--- config.mk ---
export PLATFORM = sky130hd
export DESIGN_NAME = m_mem_access_flat
export DESIGN_NICKNAME = d
export VERILOG_FILES = /design/src/rtl/m_mem_if.sv /design/src/rtl/m_mem_access.sv /design/src/flat_wrapper.sv
export SDC_FILE = /design/constraint.sdc
export NUM_CORES = 1
export LEC_CHECK = 0
export ABC_AREA = 1
export BUFFER_PORTS_ARGS = -buffer_cell sky130_fd_sc_hd__buf_2
export CORE_MARGIN = 2
export CORE_UTILIZATION = 47
export CTS_CLUSTER_SIZE = 24
export DETAILED_ROUTE_END_ITERATION = 16
export PLACE_DENSITY = 0.82
export SYNTH_ARGS = -nofsm -noshare
export SYNTH_HDL_FRONTEND = slang
export SYNTH_SLANG_ARGS = --single-unit
--- constraint.sdc ---
create_clock -name clk -period 1.87 [get_ports clk]
set_input_delay 0.374 -clock clk [delete_from_list [all_inputs] [get_ports clk]]
set_output_delay 0.374 -clock clk [all_outputs]
set_load 0.01 [all_outputs]
--- src/rtl/m_mem_if.sv ---
// Bus bundle for the M-stage load/store unit: pipeline-side request/response
// plus the data-memory request channel.
//
// Handshakes: the pipeline holds req_valid/mem_op/addr/wdata stable while busy
// is high; done pulses for exactly one cycle when the instruction retires.
// On the memory side m_req is held high, with m_addr/m_we/m_byteen/m_wdata
// stable, until a cycle in which m_ack is high; m_rdata is sampled in that
// same cycle.
`timescale 1ns/1ps
interface m_mem_if;
  logic        req_valid;
  logic [2:0]  mem_op;
  logic [31:0] addr;
  logic [31:0] wdata;
  logic        busy;
  logic        done;
  logic [31:0] rdata;
  logic        adel;
  logic        ades;
  logic        err;
  logic        m_req;
  logic [31:0] m_addr;
  logic        m_we;
  logic [3:0]  m_byteen;
  logic [31:0] m_wdata;
  logic        m_ack;
  logic [31:0] m_rdata;

  // Environment view: drives the pipeline request and the memory response.
  modport master (
    output req_valid, mem_op, addr, wdata, m_ack, m_rdata,
    input  busy, done, rdata, adel, ades, err,
    input  m_req, m_addr, m_we, m_byteen, m_wdata
  );

  // Load/store unit view.
  modport slave (
    input  req_valid, mem_op, addr, wdata, m_ack, m_rdata,
    output busy, done, rdata, adel, ades, err,
    output m_req, m_addr, m_we, m_byteen, m_wdata
  );
endinterface

--- src/rtl/m_mem_access.sv ---
// M-stage load/store unit. Formats stores onto byte lanes, extracts and
// extends loads, checks alignment and bounds the memory wait with a timeout.
`timescale 1ns/1ps
module m_mem_access #(
  parameter int MAX_WAIT = 15
) (
  input  logic       clk,
  input  logic       reset,
  m_mem_if.slave     bus,
  output logic [1:0] state_dbg
);

  localparam logic [1:0] S_IDLE = 2'd0;
  localparam logic [1:0] S_REQ  = 2'd1;
  localparam logic [1:0] S_DONE = 2'd2;

  localparam logic [2:0] OP_LW  = 3'b000;
  localparam logic [2:0] OP_LH  = 3'b001;
  localparam logic [2:0] OP_LHU = 3'b010;
  localparam logic [2:0] OP_LB  = 3'b011;
  localparam logic [2:0] OP_LBU = 3'b100;
  localparam logic [2:0] OP_SW  = 3'b101;
  localparam logic [2:0] OP_SH  = 3'b110;
  localparam logic [2:0] OP_SB  = 3'b111;

  localparam int CW = $clog2(MAX_WAIT + 1);
  localparam logic [CW-1:0] CNT_LAST = CW'(MAX_WAIT - 1);

  logic [1:0]    state;
  logic [CW-1:0] wait_cnt;
  logic [2:0]    op_q;
  logic [1:0]    lo_q;

  logic        done_q, adel_q, ades_q, err_q, m_req_q, m_we_q;
  logic [31:0] rdata_q, m_addr_q, m_wdata_q;
  logic [3:0]  m_byteen_q;

  logic        is_load;
  logic        misaligned;
  logic [3:0]  be_next;
  logic [31:0] wd_next;
  logic [15:0] half_sel;
  logic [7:0]  byte_sel;
  logic [31:0] load_ext;

  // Decode the incoming instruction: direction, alignment, lanes and store data.
  always_comb begin
    is_load    = (bus.mem_op <= OP_LBU);
    misaligned = 1'b0;
    be_next    = 4'b0000;
    wd_next    = bus.wdata;
    case (bus.mem_op)
      OP_LW, OP_SW:         misaligned = (bus.addr[1:0] != 2'b00);
      OP_LH, OP_LHU, OP_SH: misaligned = bus.addr[0];
      default:              misaligned = 1'b0;
    endcase
    case (bus.mem_op)
      OP_SW: begin
        be_next = 4'b1111;
        wd_next = bus.wdata;
      end
      OP_SH: begin
        be_next = bus.addr[1] ? 4'b1100 : 4'b0011;
        wd_next = {2{bus.wdata[15:0]}};
      end
      OP_SB: begin
        be_next = 4'b0001 << bus.addr[1:0];
        wd_next = {4{bus.wdata[7:0]}};
      end
      default: begin
        be_next = 4'b0000;
        wd_next = bus.wdata;
      end
    endcase
  end

  // Pick the addressed lane of the returned word and extend it for the latched op.
  always_comb begin
    half_sel = lo_q[1] ? bus.m_rdata[31:16] : bus.m_rdata[15:0];
    byte_sel = bus.m_rdata[{lo_q, 3'b000} +: 8];
    case (op_q)
      OP_LH:   load_ext = {{16{half_sel[15]}}, half_sel};
      OP_LHU:  load_ext = {16'h0000, half_sel};
      OP_LB:   load_ext = {{24{byte_sel[7]}}, byte_sel};
      OP_LBU:  load_ext = {24'h000000, byte_sel};
      default: load_ext = bus.m_rdata;
    endcase
  end

  // Access sequencer: IDLE issues or faults, REQ waits for ack/timeout, DONE retires.
  always_ff @(posedge clk) begin
    if (reset) begin
      state      <= S_IDLE;
      wait_cnt   <= '0;
      op_q       <= 3'b000;
      lo_q       <= 2'b00;
      done_q     <= 1'b0;
      adel_q     <= 1'b0;
      ades_q     <= 1'b0;
      err_q      <= 1'b0;
      rdata_q    <= 32'h0;
      m_req_q    <= 1'b0;
      m_addr_q   <= 32'h0;
      m_we_q     <= 1'b0;
      m_byteen_q <= 4'b0000;
      m_wdata_q  <= 32'h0;
    end else begin
      case (state)
        S_IDLE: begin
          if (bus.req_valid) begin
            if (misaligned) begin
              adel_q <= is_load;
              ades_q <= !is_load;
              done_q <= 1'b1;
              state  <= S_DONE;
            end else begin
              op_q       <= bus.mem_op;
              lo_q       <= bus.addr[1:0];
              m_addr_q   <= {bus.addr[31:2], 2'b00};
              m_we_q     <= !is_load;
              m_byteen_q <= be_next;
              m_wdata_q  <= wd_next;
              m_req_q    <= 1'b1;
              wait_cnt   <= '0;
              state      <= S_REQ;
            end
          end
        end
        S_REQ: begin
          if (bus.m_ack) begin
            // An ack always wins, even in the cycle the timeout would fire.
            m_req_q <= 1'b0;
            if (!m_we_q) rdata_q <= load_ext;
            done_q  <= 1'b1;
            state   <= S_DONE;
          end else if (wait_cnt == CNT_LAST) begin
            m_req_q <= 1'b0;
            err_q   <= 1'b1;
            done_q  <= 1'b1;
            state   <= S_DONE;
          end else begin
            wait_cnt <= wait_cnt + CW'(1);
          end
        end
        S_DONE: begin
          // req_valid still shows the retiring instruction here; ignore it.
          done_q <= 1'b0;
          adel_q <= 1'b0;
          ades_q <= 1'b0;
          err_q  <= 1'b0;
          state  <= S_IDLE;
        end
        default: state <= S_IDLE;
      endcase
    end
  end

  // Stall while an instruction is being accepted or is on the bus; released in DONE.
  assign bus.busy     = ((state == S_IDLE) && bus.req_valid) || (state == S_REQ);
  assign bus.done     = done_q;
  assign bus.rdata    = rdata_q;
  assign bus.adel     = adel_q;
  assign bus.ades     = ades_q;
  assign bus.err      = err_q;
  assign bus.m_req    = m_req_q;
  assign bus.m_addr   = m_addr_q;
  assign bus.m_we     = m_we_q;
  assign bus.m_byteen = m_byteen_q;
  assign bus.m_wdata  = m_wdata_q;
  assign state_dbg    = state;

endmodule

--- src/flat_wrapper.sv ---
// flat-port wrapper written by rule: the top's interface ports become plain ports
module m_mem_access_flat 
#(
  parameter int MAX_WAIT = 15
)
  (clk, reset, state_dbg, bus_req_valid, bus_mem_op, bus_addr, bus_wdata, bus_m_ack, bus_m_rdata, bus_busy, bus_done, bus_rdata, bus_adel, bus_ades, bus_err, bus_m_req, bus_m_addr, bus_m_we, bus_m_byteen, bus_m_wdata);
  m_mem_if bus_i ();
  input  logic clk;
  input  logic reset;
  output logic [1:0] state_dbg;
  input wire logic [$bits(bus_i.req_valid)-1:0] bus_req_valid;
  input wire logic [$bits(bus_i.mem_op)-1:0] bus_mem_op;
  input wire logic [$bits(bus_i.addr)-1:0] bus_addr;
  input wire logic [$bits(bus_i.wdata)-1:0] bus_wdata;
  input wire logic [$bits(bus_i.m_ack)-1:0] bus_m_ack;
  input wire logic [$bits(bus_i.m_rdata)-1:0] bus_m_rdata;
  output wire logic [$bits(bus_i.busy)-1:0] bus_busy;
  output wire logic [$bits(bus_i.done)-1:0] bus_done;
  output wire logic [$bits(bus_i.rdata)-1:0] bus_rdata;
  output wire logic [$bits(bus_i.adel)-1:0] bus_adel;
  output wire logic [$bits(bus_i.ades)-1:0] bus_ades;
  output wire logic [$bits(bus_i.err)-1:0] bus_err;
  output wire logic [$bits(bus_i.m_req)-1:0] bus_m_req;
  output wire logic [$bits(bus_i.m_addr)-1:0] bus_m_addr;
  output wire logic [$bits(bus_i.m_we)-1:0] bus_m_we;
  output wire logic [$bits(bus_i.m_byteen)-1:0] bus_m_byteen;
  output wire logic [$bits(bus_i.m_wdata)-1:0] bus_m_wdata;
  assign bus_i.req_valid = bus_req_valid;
  assign bus_i.mem_op = bus_mem_op;
  assign bus_i.addr = bus_addr;
  assign bus_i.wdata = bus_wdata;
  assign bus_i.m_ack = bus_m_ack;
  assign bus_i.m_rdata = bus_m_rdata;
  assign bus_busy = bus_i.busy;
  assign bus_done = bus_i.done;
  assign bus_rdata = bus_i.rdata;
  assign bus_adel = bus_i.adel;
  assign bus_ades = bus_i.ades;
  assign bus_err = bus_i.err;
  assign bus_m_req = bus_i.m_req;
  assign bus_m_addr = bus_i.m_addr;
  assign bus_m_we = bus_i.m_we;
  assign bus_m_byteen = bus_i.m_byteen;
  assign bus_m_wdata = bus_i.m_wdata;
  m_mem_access #(.MAX_WAIT(MAX_WAIT)) u_core (.clk(clk), .reset(reset), .bus(bus_i), .state_dbg(state_dbg));
endmodule
Word-level counts from Yosys, hierarchy flattened
Index checks and enable logic that the tools add are counted.

storage, ports and cells
  bits in registers = 115
  input port bits = 103
  output and inout port bits = 109

cells by class
  magnitude comparators = 1
  bitwise logic cells = 2
  add/sub/neg operators = 1
  muxes and demuxes = 34
  shift operators = 2
  equality and inequality tests = 19
  reductions and logical operators = 20

operators by type and width
  kind                                                               count
  32-bit case mux with 4 select lines                                1
  32-bit case mux with 2 select lines                                1
  32-bit by 6-bit variable part select with 8-bit output             1
  4-bit two-way mux                                                  5
  16-bit two-way mux                                                 1
  1-bit two-way mux                                                  13
  3-bit == test, second input constant                               4
  4-bit case mux with 3 select lines                                 1
  3-bit AND reduction                                                4
  1-bit case mux with 2 select lines                                 5
  3-bit by 2-bit == test with 1-bit output, second input constant    3
  2-bit two-way mux                                                  4
  2-bit != test, second input constant                               4
  4-bit case mux with 2 select lines                                 1
  4-bit AND reduction                                                2
  2-bit nonzero test                                                 4
  3-bit by 1-bit == test with 1-bit output, second input constant    2
  5-bit AND reduction                                                1
  4-bit by 1-bit adder with 4-bit output, second input constant      1
  4-bit == test, second input constant                               1
  2-bit by 1-bit != test with 1-bit output, second input constant    2
  2-bit case mux with 2 select lines                                 1
  1-bit by 2-bit left shift with 4-bit output, first input constant  1
  3-bit less-or-equal comparator, second input constant              1
  14 further kinds                                                   15

Depth between registers and ports, before layout
Gate-level depths: netlist of the first run.

  depth in word-level cells = 6
  mapped depth = 11
  mapped depth without buffers = 11

Worst setup path before layout of the first run
No wires, ideal clock.

  path type = reg2reg
  from = reg u_core.state[0], in the netlist u_core.state_dbg[0]
  to = reg u_core.wait_cnt[1]
  stages on the path, launching flop included = 9
  setup slack = 0.230 ns
  data arrival time = 1.528 ns
  library setup time = 0.112 ns
  period minus slack after synthesis = 1.640 ns
  required time = 1.758 ns
  path through = dfxtp_1 -> inv_1 -> ha_1 -> inv_1 -> nor2_1 -> a21oi_1 -> nand3_1 -> nand2_1 -> nor2_1

between the ends
  longest elaborated chain between the ends = 3
  elaborated cells between the ends (all ways) = 9

RTL lines
  item                                                                           RTL line             RTL
  start: declaration                                                             m_mem_access.sv:29   logic [1:0] state;
  start signal: assignment                                                       m_mem_access.sv:93   state <= S_IDLE;
  start signal: assignment                                                       m_mem_access.sv:115  state <= S_DONE;
  start signal: assignment                                                       m_mem_access.sv:125  state <= S_REQ;
  2-bit by 1-bit == test with 1-bit output or 2-bit logical NOT (tied branches)  m_mem_access.sv:108  case (state)
  2-bit != test (no line) or 2-bit nonzero test (tied branches)                  n/a
  5-bit AND reduction (no line)                                                  n/a
  end signal: assignment                                                         m_mem_access.sv:142  wait_cnt <= wait_cnt + CW'(1);
  end: declaration                                                               m_mem_access.sv:30   logic [CW-1:0] wait_cnt;

Parallel ways exist; a longest one is shown, timed or not.
A chain may end at the register's enable or synchronous reset.

Worst setup path in the final report of the first run
  from = reg u_core.state[1], in the netlist u_core.state_dbg[1]
  to = out bus_busy

between the ends
  longest elaborated chain between the ends = 3
  elaborated cells between the ends (all ways) = 4

RTL lines
  item                  RTL line             RTL
  2-bit logical NOT     m_mem_access.sv:159  assign bus.busy = ((state == S_IDLE) && bus.req_valid) || (state == S_REQ);
  1-bit logical AND     m_mem_access.sv:159
  1-bit logical OR (*)  m_mem_access.sv:159
  end: declaration      flat_wrapper.sv:17   output wire logic [$bits(bus_i.busy)-1:0] bus_busy;

Every way passes the cells marked *; elsewhere a longest branch is shown, timed or not.

==> flow_summary.yaml, run 1 <==
global_routing:
  grt_first_pass_wirelength_um: 26790
  antenna_found_initial: 0
  grt_overflow: 0
  grt_usage: 0.2653
  grt_pass1_vias: 5584
  grt_max_degree: 73
drt:
  dr.pass1.iters: 5
  via_per_inst: 5.213
  ant_nets: 0
  drt_wl_total_um: 16850
  wl_per_cell_um: 14.58
  drc_errors: 0
  vias: 6026
  dr.first_iter.drc_count: 694
die:
  die_area_um2: 12270
  die_h_um: 110.8
  row_count: 38
  die_x_um: 110.8
  initial_core_util: 0.4880
  io_pins: 212
  core_um2: 10980
power_and_ir_drop:
  leakagePower_nw: 3.817
  power_frac_seq: 0.340
  p_sw_w: 0.002618
  swShare: 0.3013
  intPower_w: 0.006071
  power.density_nw_per_um2: 1183
  comb_power_share: 0.245
  peakVddDrop_mv: 0.8464
  p_clk_frac: 0.415
worst_setup_path:
  path_class: "reg2out"
  cp_slowest_cell: "dfxtp_1"
  slowest_delay_ns: 0.35
  r2r_end: "u_core.wait_cnt[3]"
  crit_fanout: 5
  critPathRequiredTime_ns: 1.50
  ff2ff_setup_slack_ns: 0.14
  critPathCaptureType: "output pin"
  critPathArrivalTime_ns: 1.49
  reg2reg_depth: 9
  timing.rr.start: "u_core.state_dbg[1]"
  worstSetupStartpointType: "flop"
  critical_path.cell_chain: "inv_2 > ha_4 > inv_1 > buf_4 > o21ai_2 > buf_2"
min_path:
  worstHoldEndpoint: "u_core.bus.m_addr[14]"
  whs_path_depth: 3
  worstHoldStart: "bus_addr[14]"
  hold_class: "in2reg"
cts:
  cts_tree: "built"
  cts-buffers-inserted: 17
  clk_path_buf_depth: 2
  clock_sinks: 115
  hold_buffers: 0
  clk_latency_ns: 0.40
  cts_root_buffer: "clkbuf_16"
  path_clk_slew_ns: 0.06
  htree_levels: 4
cells_and_area:
  multi_input_area_um2: 2691
  stdcell_count: 1156
  syn_to_final_growth_pct: 37.07
  final_net_count: 1113
  final_common_cell: "buf_2"
  antennaDiodeCount: 0
  final_cell_mix: "buf_2, nor2_1, nand2_1"
  postLayoutCellArea_um2: 7347
  post-route-util: 0.6689
  ff_latch_area_um2: 2302
  fillerInstances: 967
  drive_gt1_frac: 0.2805
logic_synthesis:
  synth_edf_count: 0
  ys_ff_latch: 115
  yosysSeqAreaShare: 0.4295
  netlist_area_um2: 5360
  synth_warnings: 0
  ys_types: 31
  synth_ff_type: "dfxtp_1"
  syn_avg_cell_area_um2: 6.717
  synthArstFlopShare: 0
  syn-instance-count: 798
sta:
  hold_ws_ns: 0.1921
  period_share: 0.9950
  fin_worst_skew_ns: 0.008321
  period_minus_slack_ns: 1.861
  fin_ws_ns: 0.009279
  max_freq_mhz: 537.4
  hold_violations: 0
  maxSlewViolCount: 0
  setup_viol_count_final: 0
run_status:
  outcome: "completed"
place:
  place_congestion: 0.9420
  pre_cts_ws_ns: 0.1125
  portBuffers: 209
  dpl_cell_area_um2: 6659
  dp.cells: 1125
  dp_hpwl_um: 11610
run:
  maxCapViolCount: 0
==> critical path: cells and delay by family (launching register included) <==
family	cells	cell delay (ns)
AOI/OAI and AO/OA	1	0.16
adders and majority gates	1	0.14
buffers and inverters	4	0.44
DFF	1	0.35
==> logic make-up (layout without fill, tap and decap cells) <==
group                    count (synthesis)  count (layout)  share of synthesized area
AO/OA/AOI/OAI                          216             216                     0.2056
XOR/XNOR                                 2               2                   0.003269
adder cells (fa/ha/maj)                  5               5                    0.01167
buffers and inverters                   97             314                    0.07446
flip-flops                             115             115                     0.4295
other                                    1               2                  0.0006996
AND/OR/NAND/NOR                        362             362                     0.2747
==> stage by stage <==
stage,TNS (ns),total power [W]
after floorplan,0,0.004213
after global placement,0,0.005007
after detailed placement,0,0.005037
after CTS,0,0.008677
after global routing,-0.03249,0.009109
final,0,0.008689
==> flip-flops by register name, indices dropped and copies added (netlist names) <==
name / flops
u_core.bus.m_req: 1
u_core.bus.m_we: 1
u_core.bus.m_addr: 30
u_core.bus.done: 1
u_core.wait_cnt: 4
u_core.bus.m_wdata: 32
u_core.op_q: 3
u_core.lo_q: 2
u_core.bus.err: 1
u_core.bus.ades: 1
u_core.bus.m_byteen: 4
u_core.bus.rdata: 32
u_core.bus.adel: 1
u_core.state_dbg: 2
==> metal layers <==
| metal | GRT usage | wire [µm] | part of all wire | vias to the layer above |
|---|---|---|---|---|
| li1 | - | - | - | 3016 |
| met1 | 0.3438 | 7037 | 0.42 | 2681 |
| met2 | 0.4229 | 7924 | 0.47 | 290 |
| met3 | 0.06506 | 1473 | 0.087 | 39 |
| met4 | 0.1108 | 418 | 0.025 | 0 |
| met5 | 0 | 0 | 0 | - |
==> power by group through the flow <==
stage	clock network (W)	logic, W	registers, W
final	0.00360	0.00213	0.00296
after global routing	0.00375	0.00236	0.00299
after CTS	0.00363	0.00209	0.00295
after detailed placement	0	0.00205	0.00299
after global placement	0	0.00202	0.00299
after floorplan	0	0.00109	0.00312
==> timing repair <==
action                                 CTS  global route
endpoints found under the hold margin    0             0
pin swaps                                1             0
cloned                                   0             0
setup buffers                            1             0
setup endpoints to repair                1            12
resized for setup                        5             4
==> worst max-delay path by stage <==
stage                              from                      to  slack, ns  depth (start not counted)
detailed placement        bus_mem_op[2]  u_core.bus.m_byteen[1]       0.11                         10
global route        u_core.state_dbg[1]                bus_busy      -0.03                          6
CTS                 u_core.state_dbg[1]                bus_busy       0.03                          5
global placement          bus_mem_op[2]          u_core.lo_q[1]       0.17                         11
floorplan           u_core.state_dbg[0]      u_core.wait_cnt[1]       0.23                          8
finish              u_core.state_dbg[1]                bus_busy      0.009                          6
==> final cells by class <==
cell class	count	share of cell area
multi-input combinational	587	0.3663
sequential	115	0.3134
clock inverter	9	0.02401
timing repair buffer	234	0.1815
clock buffer	21	0.06540
tap	140	0.02384
inverter	50	0.02554
==> synth_stat cells, drive strengths merged (5+ instances only) <==
master | instances | area share
a21oi | 82 | 0.077
buf | 19 | 0.018
clkbuf | 28 | 0.021
dfxtp | 115 | 0.43
ha | 5 | 0.012
inv | 48 | 0.034
nand2 | 131 | 0.092
nand3 | 42 | 0.042
nand4 | 6 | 0.0070
nor2 | 175 | 0.12
o211ai | 6 | 0.0084
o21ai | 125 | 0.12
or2 | 5 | 0.0058
(Power assumes the default switching activity.)
==> run 2, diff against run 1 <==
- CORE_UTILIZATION: 47 -> 35
- PLACE_DENSITY: 0.82 -> 0.65
- TNS_END_PERCENT: not set -> 30
==> run 2 against run 1 <==
Core utilization down 18 points. Clock power down 8.1%. Worst hold slack worse by 0.017 ns. Critical endpoint unchanged. Largest power group unchanged. Highest routed layer unchanged.
==> flow_summary.yaml, run 2 (synthesized netlist as in run 1, its figures left out) <==
global_routing:
  grt_first_pass_wirelength_um: 27860
  grt_max_degree: 71
  grt_pass1_vias: 5580
  grt_overflow: 0
  grt_usage: 0.2148
  antenna_found_initial: 1
cells_and_area:
  drive_gt1_frac: 0.2864
  final_cell_mix: "buf_2, nor2_1, nand2_1"
  stdcell_count: 1212
  final_common_cell: "buf_2"
  final_net_count: 1118
  syn_to_final_growth_pct: 37.98
min_path:
  worstHoldEndpoint: "u_core.bus.m_addr[18]"
  whs_path_depth: 3
  worstHoldStart: "bus_addr[18]"
  hold_class: "in2reg"
drt:
  via_per_inst: 4.899
  vias: 5937
  drc_errors: 0
  wl_per_cell_um: 14.30
  dr.pass1.iters: 5
  ant_nets: 0
  dr.first_iter.drc_count: 355
  drt_wl_total_um: 17340
worst_setup_path:
  critPathCaptureType: "output pin"
  crit_fanout: 5
  r2r_end: "u_core.bus.m_byteen[3]"
  timing.rr.start: "u_core.state_dbg[0]"
  path_class: "reg2out"
  critPathRequiredTime_ns: 1.50
  reg2reg_depth: 9
  ff2ff_setup_slack_ns: 0.23
  crit_start: "u_core.state_dbg[1]"
  critPathArrivalTime_ns: 1.43
  worstSetupStartpointType: "flop"
power_and_ir_drop:
  peakVddDrop_mv: 0.5947
  leakagePower_nw: 3.809
  power.density_nw_per_um2: 1143
place:
  dp.cells: 1177
  dp_hpwl_um: 12430
  portBuffers: 209
  pre_cts_ws_ns: 0.06152
  place_congestion: 0.8681
cts:
  path_clk_slew_ns: 0.06
  cts-buffers-inserted: 17
  clk_latency_ns: 0.42
  clock_sinks: 115
  cts_tree: "built"
  cts_root_buffer: "clkbuf_16"
  htree_levels: 4
  clk_path_buf_depth: 2
sta:
  max_freq_mhz: 553.3
  fin_ws_ns: 0.06274
  hold_violations: 0
  finalSetupTns_ns: 0
  period_minus_slack_ns: 1.807
  maxSlewViolCount: 0
  rsz0062_at_grt: "false"
  period_share: 0.9664
  setup_viol_count_final: 0
  fin_worst_skew_ns: 0.008184
die:
  core_um2: 15090
  die_h_um: 127.8
  row_count: 45
  io_pins: 212
  die_x_um: 127.8
  die_area_um2: 16320
  initial_core_util: 0.3552
run:
  maxCapViolCount: 0
run_status:
  outcome: "completed"
run 2: cell types whose count changed in the layout (fill, tap and decap cells not counted), sizes merged:
cell      before  now
inv           49   50
buf          234  239
bufinv         5    3
diode          0    1
clkbuf        21   19
clkinvlp       1    3
clkinv         4    7
run 2: metrics by stage:
step / util / instance area (µm²) / total power [W] / hold slack (ns)
6_report: 0.4901 / 7396 / 0.008452 / 0.1750
3_5_place_dp: 0.4464 / 6736 / 0.005115 / 0.4550
5_1_grt: 0.4900 / 7393 / 0.008928 / 0.1787
2_1_floorplan: - / 5364 / 0.004213 / 0.4532
4_1_cts: 0.4886 / 7372 / 0.008486 / 0.1621
3_3_place_gp: 0.4464 / 6736 / 0.005093 / 0.4483
run 2: how the worst max path moves through the flow:
stage / end / slack, ns / cells past startpoint
detailed placement: u_core.op_q[2] / 0.06 / 10
finish: bus_busy / 0.06 / 6
global route: bus_busy / 0.007 / 6
CTS: bus_busy / 0.01 / 5
floorplan: u_core.wait_cnt[1] / 0.23 / 8
global placement: u_core.op_q[2] / 0.14 / 10
run 2: cell type report:
cell class | instances | area (µm²)
Fill cell | 1569 | 7694
Multi-Input combinational cell | 587 | 2696
Sequential cell | 115 | 2307
Timing Repair Buffer | 239 | 1363
Clock buffer | 19 | 442.9
Tap cell | 188 | 235.2
Inverter | 50 | 190.2
Clock inverter | 13 | 158.9
Antenna cell | 1 | 2.502
run 2: timing repair:
item,in CTS,in global routing
buffers inserted,1,1
hold buffers,0,0
pin swaps,1,0
gates resized for setup,8,6
setup endpoints to repair,1,2
run 2: report_power, final:
group / switching, W / internal [W] / leakage (nW) / total (W)
logic: 0.00133 / 0.000851 / 2.58 / 0.00218
clock network: 0.00119 / 0.00212 / 0.289 / 0.00331
registers: 0.000178 / 0.00278 / 0.943 / 0.00296
run 2: metal layers:
metal,wire length [µm],vias up,global-route usage,part of all wire
met5,0,-,0,0
met4,478,0,0.09502,0.028
li1,-,3037,-,-
met3,1182,35,0.05301,0.068
met2,7885,189,0.3350,0.45
met1,7789,2676,0.2824,0.45
run 2: critical path: stages (launching register included):
cell	delay, ns
dfxtp_4	0.36
inv_4	0.07
ha_4	0.13
inv_1	0.04
buf_4	0.15
o21ai_2	0.12
buf_2	0.14
